===== src/rtl/npc_pkg.sv =====
// Shared CPU constants: datapath width, reset vector and instruction field widths.
package npc_pkg;

  localparam int unsigned WORD_W  = 32;
  localparam int unsigned IMM16_W = 16;
  localparam int unsigned IMM26_W = 26;

  localparam logic [WORD_W-1:0] RESET_PC_DEF = 32'h0000_0000;

endpackage


===== src/rtl/npc_calc.sv =====
// Next-PC arithmetic: sequential, branch and jump targets plus priority select.
module npc_calc
  import npc_pkg::*;
(
  input  logic [WORD_W-1:0]  pc_i,
  input  logic               branch_i,
  input  logic               jump_i,
  input  logic [WORD_W-1:0]  imm32_i,
  input  logic [IMM26_W-1:0] imm26_i,
  output logic [WORD_W-1:0]  npc_o
);

  logic [WORD_W-1:0] seq;
  logic [WORD_W-1:0] btgt;
  logic [WORD_W-1:0] jtgt;

  // Offsets are in words; the shift drops the two top bits, giving modulo-2^32 wrap.
  assign seq  = pc_i + 32'd4;
  assign btgt = seq + (imm32_i << 2);
  assign jtgt = {seq[WORD_W-1:WORD_W-4], imm26_i, 2'b00};

  always_comb begin
    npc_o = seq;
    if (jump_i) begin
      npc_o = jtgt;
    end else if (branch_i) begin
      npc_o = btgt;
    end
  end

endmodule


===== src/rtl/npc.sv =====
// Program counter register with async active-low reset and write enable.
module npc
  import npc_pkg::*;
#(
  parameter logic [WORD_W-1:0] RESET_PC = RESET_PC_DEF
) (
  input  logic               clk,
  input  logic               reset,
  input  logic               branch,
  input  logic               jump,
  input  logic [WORD_W-1:0]  imm32,
  input  logic [IMM26_W-1:0] imm26,
  input  logic               PCwrt,
  output logic [WORD_W-1:0]  PC,
  output logic [WORD_W-1:0]  NPC
);

  logic [WORD_W-1:0] pc_q;
  logic [WORD_W-1:0] pc_d;

  npc_calc u_calc (
    .pc_i     (pc_q),
    .branch_i (branch),
    .jump_i   (jump),
    .imm32_i  (imm32),
    .imm26_i  (imm26),
    .npc_o    (NPC)
  );

  assign pc_d = PCwrt ? NPC : pc_q;

  always_ff @(posedge clk or negedge reset) begin
    if (!reset) begin
      pc_q <= RESET_PC;
    end else begin
      pc_q <= pc_d;
    end
  end

  assign PC = pc_q;

endmodule


===== config.mk =====
export PLATFORM = sky130hd
export DESIGN_NAME = npc
export DESIGN_NICKNAME = d
export VERILOG_FILES = /design/src/rtl/npc_pkg.sv /design/src/rtl/npc_calc.sv /design/src/rtl/npc.sv
export SDC_FILE = /design/constraint.sdc
export NUM_CORES = 1
export LEC_CHECK = 0
export CORE_ASPECT_RATIO = 0.7
export CORE_MARGIN = 1.5
export CORE_UTILIZATION = 50
export CTS_CLUSTER_DIAMETER = 40
export CTS_CLUSTER_SIZE = 12
export DETAILED_ROUTE_END_ITERATION = 8
export PLACE_DENSITY = 0.83
export SYNTH_ARGS = -nofsm -noshare
export SYNTH_HDL_FRONTEND = slang
export SYNTH_SLANG_ARGS = --single-unit

===== constraint.sdc =====
create_clock -name clk -period 7.6 [get_ports clk]
set_input_delay 2.28 -clock clk [delete_from_list [all_inputs] [get_ports clk]]
set_output_delay 2.28 -clock clk [all_outputs]
set_load 0.005 [all_outputs]

==> results.yml <==
worst_setup_path:
  crit_start: "imm32[0]"
  cp-start-kind: "input port"
  cp-endpoint: "NPC[24]"
  path_max_fanout: 3
  critPathRequiredTime_ns: 5.32
  cp.arrival_ns: 5.34
  reg2regPathDepth: 16
  critPathKind: "input port to output pin"
  cp-end-kind: "output pin"
  reg2reg_to: "PC[30]$_DFFE_PN0P_"
  rrSetupSlack_ns: 3.32
  rr_startpoint: "PC[4]$_DFFE_PN0P_"
cells_and_area:
  area_growth_pct: 49.4
  diodes: 0
  largest_reg_flops: 32
  n_fill_cell: 567
  multi_input_area_um2: 3760
  drive_above_1_share_pct: 22.6
  nets: 830
  seqCellArea_um2: 801
timing:
  relSlewSlack_pct: 52.2
  fin_skew_ns: 0.00325
  setup-tns-final_ns: -0.0180
  rsz0062_at_grt: "true"
  setup_viol_count_final: 1
  fin_hold_ws_ns: 0.555
  hold_violations: 0
  period_minus_slack_ns: 7.62
  drv_slew: 0
  setup_slack_ns: -0.0180
  period_share_pct: 100
  fmax_ghz: 0.131
  worst_slew_pin_slew_ns: 0.714
global_route:
  grt_max_degree: 36
  grt_pass1_vias: 4843
  grt_pass1_wl_um: 25300
  globalRoute.totalOverflow: 0
  grt_use_total_pct: 35.0
  antenna_found_initial: 0
cts:
  cts_tree: "yes"
  cts_buffer_depth: 2
  insertion_delay_ns: 0.28
  ctsHtreeMaxLevel: 2
  cts_root_buf: "clkbuf_16"
  cts_hold_buffers: 0
  cts.reportedPaths.clkPinSlew_ns: 0.05
  numCtsBuffers: 5
  cts_num_sinks: 32
pwr:
  switchingPower_mw: 0.742
  seqPwrFrac_pct: 16.5
  p_leak_nw: 2.79
  power_density_nw_per_um2: 255
  clockPowerShare_pct: 14.2
  p_int_mw: 0.969
  switching_share_pct: 43.4
  p_comb_share_pct: 69.3
  ir_drop_mv: 0.156
drt:
  vias: 5367
  drt-initial-drc-count: 716
  drc: 0
  via_per_inst: 6.31
  avgRoutedWirePerCell_um: 20.6
  postRouteAntennaNets: 0
  wl_um: 17500
  dr.pass1.iters: 5
placed_design:
  io_buffers: 124
  dp_hpwl_um: 13000
  globalplace.congestion: 0.960
  dp_slack_ns: -0.316
synthesis:
  ys_types: 84
  synthesis.nets: 662
  syn_inst: 561
  synth_compound_area_share_pct: 26.9
  synth.ff_latch_count: 32
  avgSynthCellArea_um2: 8.00
  netlist_area_um2: 4490
  synth.mux.area_fraction_pct: 5.43
  async_flop_share_pct: 100
  synth_warnings: 0
  synth-simple-area-share_pct: 25.2
  synthXorXnorAreaFrac_pct: 8.80
  synth_flop_cell: "dfrtp_1"
  seq_area_frac_synth_pct: 17.8
  synth_edf_count: 0
  synth_adder_area_share_pct: 10.8
  synth_top_family_by_area: "compound AO/OA/AOI/OAI gates"
worst_hold_path:
  hold_path.class: "flop to flop"
  worstHoldStart: "PC[1]$_DFFE_PN0P_"
floorplanning:
  rows: 28
  dieArea_um2: 9570
  ios: 127
  core_area_um2: 8580
  die_y_um: 82.3
  die_w_um: 116
  start_util_pct: 52.3
flow_run:
  maxCapViolations: 0
run_status:
  status: "finished with violations"
  violations: "negative setup slack"
## cells in the final DEF, fill, tap and decap left out, drive strengths merged, types with 7 or more instances in the layout
master         synthesis  routed
inv                   18      18
nand2                 64      64
nor2                  40      40
nand4                 15      15
ha                    37      37
a21o                  16      16
or3                    9       9
clkdlybuf4s50          0     108
a31oi                 12      12
clkbuf                15       7
buf                   11      63
mux2                  19      19
dfrtp                 32      32
o21ai                 30      30
nor3                  21      21
nor2b                  8       8
xor2                  17      17
a21oi                 44      44
dlymetal6s2s           0      11
xnor2                 26      26
nand3                 19      19
and3                   7       7
## stage by stage
stage                     std cells  power [mW]  utilization (%)  area, um^2
after floorplan                 561       0.835                -        4490
final                           850        1.71             78.2        6710
after global routing            850        1.79             78.2        6710
after detailed placement        828        1.29             71.0        6100
after global placement          828        1.26             71.0        6100
after CTS                       845        1.59             74.9        6420
## repair_timing
item | in CTS | in global routing
setup endpoints to repair | 14 | 20
pin swaps | 18 | 23
buffers inserted | 9 | 5
gates resized for setup | 26 | 42
## power by group through the flow
stage	Combinational [mW]	Sequential, mW	Clock, mW
after CTS	1.07	0.281	0.246
after global placement	0.983	0.279	0
after global routing	1.25	0.289	0.254
final	1.19	0.283	0.243
after floorplan	0.565	0.270	0
after detailed placement	1.01	0.282	0
## synthesized netlist by cell type (all sizes together), types with 4 or more instances
cell type | instances | area share, %
ha | 37 | 10
nor2 | 40 | 3.5
dfrtp | 32 | 18
nand3 | 19 | 2.5
a21oi | 44 | 5.4
nand2 | 64 | 5.3
nand2b | 6 | 0.84
clkbuf | 15 | 1.9
a2111oi | 4 | 1.3
and2 | 6 | 0.84
nor2b | 8 | 1.1
inv | 18 | 1.5
mux2 | 19 | 4.8
a211oi | 5 | 1.1
o31ai | 5 | 0.84
nor3 | 21 | 2.5
xor2 | 17 | 3.7
a21o | 16 | 2.7
o21bai | 5 | 0.84
nand4 | 15 | 2.4
o211ai | 4 | 0.78
buf | 11 | 1.4
xnor2 | 26 | 5.1
and3 | 7 | 1.1
o22ai | 6 | 0.84
or3 | 9 | 1.3
o21a | 5 | 0.86
and4 | 6 | 1.3
o21ai | 30 | 3.4
o2bb2ai | 5 | 0.98
a31oi | 12 | 2.0
## layout make-up
| cell class | count | area share [%] |
|---|---|---|
| clock buffers | 7 | 2.28 |
| inverters | 20 | 1.12 |
| flip-flops and latches | 32 | 11.9 |
| multi-input cells | 483 | 56.1 |
| well taps | 120 | 2.24 |
| repair buffers | 187 | 25.9 |
| clock inverters | 1 | 0.448 |
## how the worst min path moves through the flow
stage	end	slack [ns]	cells past startpoint
after floorplan	PC[31]$_DFFE_PN0P_	0.53	1
after global placement	PC[1]$_DFFE_PN0P_	0.53	1
after detailed placement	PC[1]$_DFFE_PN0P_	0.54	1
after CTS	PC[1]$_DFFE_PN0P_	0.55	1
after global routing	PC[1]$_DFFE_PN0P_	0.57	1
final	PC[1]$_DFFE_PN0P_	0.55	1
## metal layers
layer  vias to the layer above  wire length, um  GRT usage [%]
li1                       2422                -              -
met1                      2513             7670           52.9
met2                       385             7320           51.6
met3                        47             2120           5.99
met4                         0              383           7.80
met5                         -                0              0
## critical path, stage by stage
cell and delay (ns):
clkdlybuf4s50_1 0.41, ha_2 0.20, fa_2 0.41, a21oi_2 0.16, nor2_1 0.06, o31a_2 0.33
o211ai_2 0.20, a21oi_2 0.09, or4b_4 0.52, a31oi_4 0.21, buf_4 0.15, a21oi_1 0.04
dlygate4sd2_1 0.28
## cells by family (layout without fill, tap and decap cells)
logic type	Yosys count	in the layout
and+or+nand+nor	213	213
AOI/OAI and AO/OA	167	167
buffers and inverters	46	215
xor gates and xnor gates	43	43
adders and majority gates	38	38
DFF	32	32
muxes	22	22
Power figures use the tool's default switching activity.
